## src/rtl/int_injector.sv

```systemverilog
// int_injector: raises per-channel interrupts when the CPU PC reaches a programmed
// target, holding each line until an acknowledge store or an optional timeout.
module int_injector #(
  parameter int unsigned CHANNELS = 4,
  parameter int unsigned CNT_W    = 8,
  parameter int unsigned TMO_W    = 16,
  parameter logic [31:0] ACK_BASE = 32'h0000_7f20,
  parameter int unsigned CH_W     = (CHANNELS > 1) ? $clog2(CHANNELS) : 1
) (
  input  logic                clk,
  input  logic                reset,
  input  logic                cfg_we,
  input  logic [CH_W-1:0]     cfg_ch,
  input  logic [31:0]         cfg_target_pc,
  input  logic [CNT_W-1:0]    cfg_count,
  input  logic [TMO_W-1:0]    cfg_timeout,
  input  logic [31:0]         macroscopic_pc,
  input  logic [31:0]         m_int_addr,
  input  logic [3:0]          m_int_byteen,
  output logic [CHANNELS-1:0] interrupt,
  output logic                irq_any,
  output logic [CHANNELS-1:0] active,
  output logic [CHANNELS-1:0] timeout_flag
);

  typedef enum logic [1:0] {StIdle, StArmed, StPending, StWaitLeave} state_e;

  state_e           state   [CHANNELS];
  logic [29:0]      tgt     [CHANNELS];
  logic [CNT_W-1:0] remain  [CHANNELS];
  logic [TMO_W-1:0] tmo_cfg [CHANNELS];
  logic [TMO_W-1:0] tmo_cnt [CHANNELS];

  logic [CHANNELS-1:0] pc_hit;
  logic [CHANNELS-1:0] ack;
  logic [CHANNELS-1:0] cfg_sel;
  logic [CHANNELS-1:0] tmo_expire;

  // Byte-address bits [1:0] never take part in matching.
  logic unused_low_bits;
  assign unused_low_bits = ^{cfg_target_pc[1:0], macroscopic_pc[1:0], m_int_addr[1:0]};

  // Word address of channel k's acknowledge location.
  function automatic logic [29:0] ack_word(input int unsigned k);
    logic [31:0] a;
    a = ACK_BASE + 32'(4 * k);
    return a[31:2];
  endfunction

  // Decode per-channel target hit, ack store, config select and timeout expiry
  always_comb begin
    pc_hit     = '0;
    ack        = '0;
    cfg_sel    = '0;
    tmo_expire = '0;
    for (int unsigned k = 0; k < CHANNELS; k++) begin
      pc_hit[k]     = (macroscopic_pc[31:2] == tgt[k]);
      ack[k]        = (|m_int_byteen) && (m_int_addr[31:2] == ack_word(k));
      // Out-of-range channel numbers match no k and are dropped here.
      cfg_sel[k]    = cfg_we && (32'(cfg_ch) == k);
      tmo_expire[k] = (tmo_cfg[k] != '0) && (tmo_cnt[k] == TMO_W'(1));
    end
  end

  // Per-channel FSM: config write > ack > timeout > pc_hit
  always_ff @(posedge clk or posedge reset) begin
    if (reset) begin
      for (int unsigned k = 0; k < CHANNELS; k++) begin
        state[k]   <= StIdle;
        tgt[k]     <= '0;
        remain[k]  <= '0;
        tmo_cfg[k] <= '0;
        tmo_cnt[k] <= '0;
      end
      interrupt    <= '0;
      timeout_flag <= '0;
    end else begin
      for (int unsigned k = 0; k < CHANNELS; k++) begin
        if (cfg_sel[k]) begin
          tgt[k]          <= cfg_target_pc[31:2];
          remain[k]       <= cfg_count;
          tmo_cfg[k]      <= cfg_timeout;
          timeout_flag[k] <= 1'b0;
          interrupt[k]    <= 1'b0;
          state[k]        <= (cfg_count != '0) ? StArmed : StIdle;
        end else begin
          unique case (state[k])
            StIdle: begin
            end
            StArmed: begin
              if (pc_hit[k]) begin
                state[k]     <= StPending;
                interrupt[k] <= 1'b1;
                remain[k]    <= remain[k] - CNT_W'(1);
                tmo_cnt[k]   <= tmo_cfg[k];
              end
            end
            StPending: begin
              if (ack[k] || tmo_expire[k]) begin
                interrupt[k] <= 1'b0;
                state[k]     <= (remain[k] == '0) ? StIdle : StWaitLeave;
                if (!ack[k]) timeout_flag[k] <= 1'b1;
              end else if (tmo_cfg[k] != '0) begin
                tmo_cnt[k] <= tmo_cnt[k] - TMO_W'(1);
              end
            end
            StWaitLeave: begin
              // Re-arm only once the PC has left the target, so one dwell fires once.
              if (!pc_hit[k]) state[k] <= StArmed;
            end
            default: state[k] <= StIdle;
          endcase
        end
      end
    end
  end

  // Status outputs derived directly from registered state
  always_comb begin
    irq_any = |interrupt;
    active  = '0;
    for (int unsigned k = 0; k < CHANNELS; k++) begin
      active[k] = (state[k] != StIdle);
    end
  end

endmodule

```

## config.mk

```make
export PLATFORM = sky130hd
export DESIGN_NAME = int_injector
export DESIGN_NICKNAME = d
export VERILOG_FILES = /design/src/rtl/int_injector.sv
export SDC_FILE = /design/constraint.sdc
export NUM_CORES = 1
export LEC_CHECK = 0
export ABC_CLOCK_PERIOD_IN_PS = 12600
export CORE_MARGIN = 8
export CORE_UTILIZATION = 25
export DETAILED_ROUTE_END_ITERATION = 10
export PLACE_DENSITY = 0.37
export SLEW_MARGIN = 20
export SYNTH_ARGS = -nofsm -noshare
export SYNTH_HDL_FRONTEND = slang
export SYNTH_SLANG_ARGS = --single-unit
```

## constraint.sdc

```tcl
create_clock -name clk -period 12.6 [get_ports clk]
set_input_delay 3.15 -clock clk [delete_from_list [all_inputs] [get_ports clk]]
set_output_delay 3.15 -clock clk [all_outputs]
set_load 0.01 [all_outputs]
```

==> reports/metrics.csv, run 1 <==
metric,value,unit
P_int,0.002303,W
die area,71780,um2
Hold WC Path Type,register to register,
Worst-Skew Late Latency,0.56,ns
H-Tree Level Count,2,
minimum clock period,6.372,ns
DR vias,12880,
Setup-failing EPs final,0,
first-pass GRT wire length,83630,um
worst reg-to-reg path cell count,7,
Root Buffer Master,clkbuf_16,
final worst path period share,50.57,%
Syn Nets,1910,
"Hold-fix buffers, CTS",0,
DRT iter0 DRCs,610,
post-synthesis sequential area ratio,46.69,%
fin. max-slew vios,0,
GRT Resource Usage Total,15.25,%
Comb pwr share,28.1,%
met1 usage,19.60,%
layout cells sized above 1,9.019,%
post-synthesis cell type count,78,
setup TNS,0,ns
fin worst setup slack,6.228,ns
Num Clock Sinks,296,
area grow syn2layout,22.51,%
Overflow after GRT,0,
number of synthesized flops with an enable pin,0,
Max-slew headroom,30.36,%
I/O pin count,142,
Post-CTS Setup Bufs,0,
RSZ-0062 raised after global routing,false,
CTS max path bufs,3,
HPWL after DPL,38610,um
final hold violations,0,
# Max-Cap Violations,0,
Die H,267.9,um
Avg Inst Size Synth,9.050,um2
clock power share,33.4,%
M2 GR Usage,25.94,%
number of global-route vias before repair,13010,
"commonest non-fill, non-tap cell in the layout",nand2_1,
crit path max fanout,44,
Worst Tran Pin Value,1.044,ns
GPL Wtd Cong,0.7722,
pin count of the biggest net entering global routing,118,
met3 usage,2.616,%
"Req. time, crit path",13.09,ns
Num CTS Buffers,41,
clock skew,0.02149,ns
Post-CTS Resized,0,
std cell rows,92,
most frequent cells in the layout,"nand2_1 (495), dfrtp_1 (296), clkdlybuf4s50_1 (135), xor2_1 (81), nor4_1 (69)",
Seq pwr share,38.5,%
Worst setup EP type,register,
Switching Share,35.11,%
DRT Pass-1 Iters,4,
vias per cell,4.696,
GR peak layer,met2,
Post-Place Worst Slack,5.543,ns
FMAX,156.9,MHz
register clock-pin slew on the reported worst setup and hold paths,0.06,ns
net switching power figure,0.001246,W
critical path type,primary input to register,
outcome,finished clean,
most common flop cell mapped by yosys,dfrtp_1,
DR DRC count,0,
P per Cell Area,182.6,nW/um2
async set-reset flop share out of synthesis,100.0,%
Die Wd,267.9,um
I/O Buffers,135,
synthesis warning total,0,
drt total wl,55070,um
effective utilization at floorplan,25.20,%
Max rail drop VDD,0.08440,mV
Critical Path Source Type,primary input,
Core ar.,62970,um2
antenna-violating nets left,0,
per-cell routed wire length,20.08,um
"Arr. time, crit path",6.86,ns
Leakage,8.458,nW
#FFs+latches synth,296,
number of diodes,0,
layout net count,2021,
CTS tree,done,
hold path cells,2,
Mapped Cells,1753,
post-synthesis cell area,15870,um2
antenna violations before repair,0,
==> power groups by stage <==
stage	clock [W]	sequential (W)	combinational, W
finish	0.00119	0.00137	0.000997
global route	0.00126	0.00140	0.00113
CTS	0.00123	0.00137	0.00102
detailed placement	0	0.00138	0.00102
global placement	0	0.00138	0.00101
floorplan	0	0.00132	0.000775
==> sequential cells by signal, summed over array words and instances (netlist names) <==
signal and count:
interrupt 4, state 8, tmo_cfg 64, timeout_flag 4
tgt 120, remain 32, tmo_cnt 64
==> logic make-up (layout without fill, tap and decap cells) <==
kind of cell,after synthesis,after routing,synth area share [%]
AND/OR/NAND/NOR,862,862,25.96
flip-flops,296,296,46.69
AO/OA/AOI/OAI,238,238,9.708
XOR/XNOR,147,147,8.115
buffers and inverters,124,267,3.273
multiplexers,58,58,4.046
adder cells (fa/ha/maj),28,28,2.208
==> worst paths after layout <==
path | from | slack, ns | end
min in group asynchronous | reset | 3.13 | remain[15]
worst min-delay path | tgt[15] | 0.49 | tgt[15]
worst min register to register | tgt[15] | 0.49 | tgt[15]
worst max register to register | tgt[107] | 9.03 | tmo_cnt[51]
max in group asynchronous | reset | 8.00 | tmo_cnt[38]
worst max-delay path | macroscopic_pc[28] | 6.23 | tmo_cnt[2]
==> layer usage <==
layer	up-vias	wire length [um]
li1	6293	-
met1	6252	24890
met2	253	26450
met3	79	2183
met4	0	1545
met5	-	0
==> synth_stat cells, types with 18 or more instances <==
cell type	instances	area share (%)
a211o_1	26	1.4
a21oi_1	46	1.5
clkbuf_1	66	1.6
dfrtp_1	296	47
ha_1	28	2.2
inv_1	39	0.92
mux2_2	49	3.5
nand2_1	495	12
nand2b_1	18	0.71
nand3_1	43	1.4
nand4_1	25	0.99
nor2_1	58	1.4
nor3_1	37	1.2
nor4_1	70	2.8
o21ai_0	67	2.1
xnor2_1	66	3.6
xor2_1	81	4.5
==> area by class of cell <==
type	count	area [um2]
multi-input combinational	1333	7958
inverter	41	161.4
clock inverter	19	165.2
timing repair buffer	151	1471
fill	6628	43530
tap	846	1059
clock buffer	56	1215
sequential	296	7407
==> stage by stage <==
| step | instances | area [um2] | power (W) | hold WS [ns] | util, % |
|---|---|---|---|---|---|
| after floorplan | 1753 | 15870 | 0.002095 | 0.4600 | - |
| after global placement | 2667 | 18060 | 0.002384 | 0.4775 | 28.68 |
| after detailed placement | 2667 | 18060 | 0.002397 | 0.4823 | 28.68 |
| after CTS | 2742 | 19440 | 0.003615 | 0.4954 | 30.87 |
| after global routing | 2742 | 19440 | 0.003794 | 0.5065 | 30.87 |
| final | 2742 | 19440 | 0.003549 | 0.4912 | 30.87 |
==> worst max-delay path: stages <==
cell and delay (ns):
clkdlybuf4s50_1 0.56, xor2_1 0.21, nor4_1 0.54, nand4_1 0.41
o21ai_0 0.39, nand4_2 0.84, o32ai_1 0.59, a211o_1 0.14
(Power assumes the default switching activity.)
==> inputs of run 2 (changes only) <==
--- a/config.mk
+++ b/config.mk
@@ -5,11 +5,11 @@
 export SDC_FILE = /design/constraint.sdc
 export NUM_CORES = 1
 export LEC_CHECK = 0
-export ABC_CLOCK_PERIOD_IN_PS = 12600
+export ABC_CLOCK_PERIOD_IN_PS = 5800
 export CORE_MARGIN = 8
 export CORE_UTILIZATION = 25
 export DETAILED_ROUTE_END_ITERATION = 10
-export PLACE_DENSITY = 0.37
+export PLACE_DENSITY = 0.39
 export SLEW_MARGIN = 20
 export SYNTH_ARGS = -nofsm -noshare
 export SYNTH_HDL_FRONTEND = slang
==> constraint.sdc (replaced) <==
create_clock -name clk -period 5.8 [get_ports clk]
set_input_delay 1.45 -clock clk [delete_from_list [all_inputs] [get_ports clk]]
set_output_delay 1.45 -clock clk [all_outputs]
set_load 0.01 [all_outputs]
==> run 2 against run 1 <==
Critical path depth rose by 1. Via count rose by 1.1%. Clock power is 110% higher. Sequential share of layout area rose by 0.074 points. First-iteration DRC count is 52% higher.
==> reports/metrics.csv, run 2 (synthesis gave the netlist of run 1 again) <==
metric,value,unit
RSZ-0062 raised after global routing,false,
P_int,0.004983,W
Post-CTS Resized,0,
I/O pin count,142,
area occupied by registers,7407,um2
HPWL after DPL,38580,um
die area,71780,um2
Largest regs,"tgt x120, tmo_cfg x64, tmo_cnt x64",
final instance area,19400,um2
Setup-failing EPs final,0,
Hold WC Path Type,register to register,
Num CTS Buffers,38,
drt total wl,54960,um
Worst path slowest cell,o2111ai_4,
DRT Pass-1 Iters,5,
DRT iter0 DRCs,926,
DR DRC count,0,
Core ar.,62970,um2
fillers,6627,
P per Cell Area,393.9,nW/um2
Num Clock Sinks,296,
Leakage,8.425,nW
Worst setup EP type,register,
setup TNS,0,ns
CTS max path bufs,3,
area grow syn2layout,22.27,%
H-Tree Level Count,2,
per-cell routed wire length,20.09,um
I/O Buffers,135,
hold slack,0.4912,ns
Layout Utilization,30.81,%
area post-placement,18120,um2
GPL Wtd Cong,0.8012,
Switching Share,34.79,%
largest register by flop count,tgt,
max reg flops,120,
FMAX,234.2,MHz
minimum clock period,4.271,ns
net switching power figure,0.002659,W
Max-slew headroom,31.20,%
outcome,finished clean,
Setup crit start,m_int_addr[17],
FF-to-FF End,tmo_cnt[51],
"Arr. time, crit path",4.71,ns
DR vias,13010,
final worst path period share,73.63,%
register clock-pin slew on the reported worst setup and hold paths,0.06,ns
worst reg-to-reg path cell count,8,
clock power share,32.5,%
"Cell Chain, Critical Path","clkdlybuf4s50_1, or4b_1, or4_4, nor2_4, a21oi_2, o2111ai_4, buf_4, nor3_1, a211o_1",
first-pass GRT wire length,84660,um
"Hold-fix buffers, CTS",0,
"Req. time, crit path",6.24,ns
std cell rows,92,
Max rail drop VDD,0.1778,mV
Overflow after GRT,0,
clock skew,0.02406,ns
Seq pwr share,38.9,%
most frequent cells in the layout,"nand2_1 (495), dfrtp_1 (296), clkdlybuf4s50_1 (135), xor2_1 (81), nor4_1 (70)",
number of global-route vias before repair,13390,
area of the multi-input gates,7951,um2
FF-to-FF Start,tgt[112],
fin. max-slew vios,0,
Die Wd,267.9,um
"commonest non-fill, non-tap cell in the layout",nand2_1,
pin count of the biggest net entering global routing,147,
Root Buffer Master,clkbuf_16,
layout cells sized above 1,8.682,%
Worst Tran Pin Value,1.025,ns
GRT Resource Usage Total,15.31,%
placed instance count,2673,
antenna violations before repair,1,
effective utilization at floorplan,25.20,%
# Max-Cap Violations,0,
Critical Path Source Type,primary input,
CTS tree,done,
crit path to,tmo_cnt[48],
Die H,267.9,um
Worst-Skew Late Latency,0.55,ns
antenna-violating nets left,0,
vias per cell,4.757,
flop-to-flop setup slack,2.59,ns
Finished Layout Cells,2736,
final hold violations,0,
crit path max fanout,38,
Comb pwr share,28.6,%
Post-CTS Setup Bufs,0,
critical path type,primary input to register,
"Largest stage delay, worst path",0.76,ns
layout net count,2024,
## run 2: cell types whose count changed in the layout (fill, tap and decap cells not counted), sizes merged
cell / before / now
bufinv: 2 / 5
inv: 41 / 40
clkbuf: 56 / 48
clkinvlp: 2 / 4
clkinv: 15 / 6
buf: 16 / 22
diode: 0 / 1
## run 2: critical path, delay by kind of cell
family	cells	cell delay (ns)
buffers and inverters	2	0.68
AO/OA/AOI/OAI	3	1.15
AND/OR/NAND/NOR	4	1.40
## run 2: layer usage
metal | vias to the layer above | track usage (%) | wire, um
met4 | 0 | 6.025 | 1958
met5 | - | 0 | 0
li1 | 6289 | - | -
met1 | 6333 | 20.57 | 25250
met2 | 312 | 24.69 | 25430
met3 | 80 | 2.250 | 2329
## run 2: worst min-delay path by stage
stage	endpoint	cells past startpoint	startpoint	slack (ns)
floorplan	tmo_cfg[48]	2	tmo_cfg[48]	0.46
global placement	tgt[76]	2	tgt[76]	0.48
detailed placement	tgt[94]	2	tgt[94]	0.48
CTS	tgt[19]	2	tgt[19]	0.50
global route	tgt[94]	2	tgt[94]	0.51
finish	tgt[0]	2	tgt[0]	0.49
## run 2: power by group through the flow
stage | sequential [W] | clock (W) | combinational (W)
final | 0.00297 | 0.00248 | 0.00219
after global routing | 0.00305 | 0.00264 | 0.00247
after CTS | 0.00297 | 0.00258 | 0.00223
after detailed placement | 0.00301 | 0 | 0.00222
after global placement | 0.00299 | 0 | 0.00218
after floorplan | 0.00287 | 0 | 0.00168
## run 2: metrics by stage
stage / total power (W) / setup WS [ns]
floorplan: 0.004551 / 0.4189
global placement: 0.005173 / 0.9201
detailed placement: 0.005221 / 0.9132
CTS: 0.007784 / 1.519
global route: 0.008161 / 1.309
finish: 0.007641 / 1.529
## run 2: area by class of cell
cell class / count / share of cell area [%]
Tap cell: 846 / 5.457
Sequential cell: 296 / 38.18
Inverter: 41 / 0.8127
Clock buffer: 48 / 5.515
Timing Repair Buffer: 157 / 7.946
Multi-Input combinational cell: 1333 / 40.99
Clock inverter: 14 / 1.084
Antenna cell: 1 / 0.01290
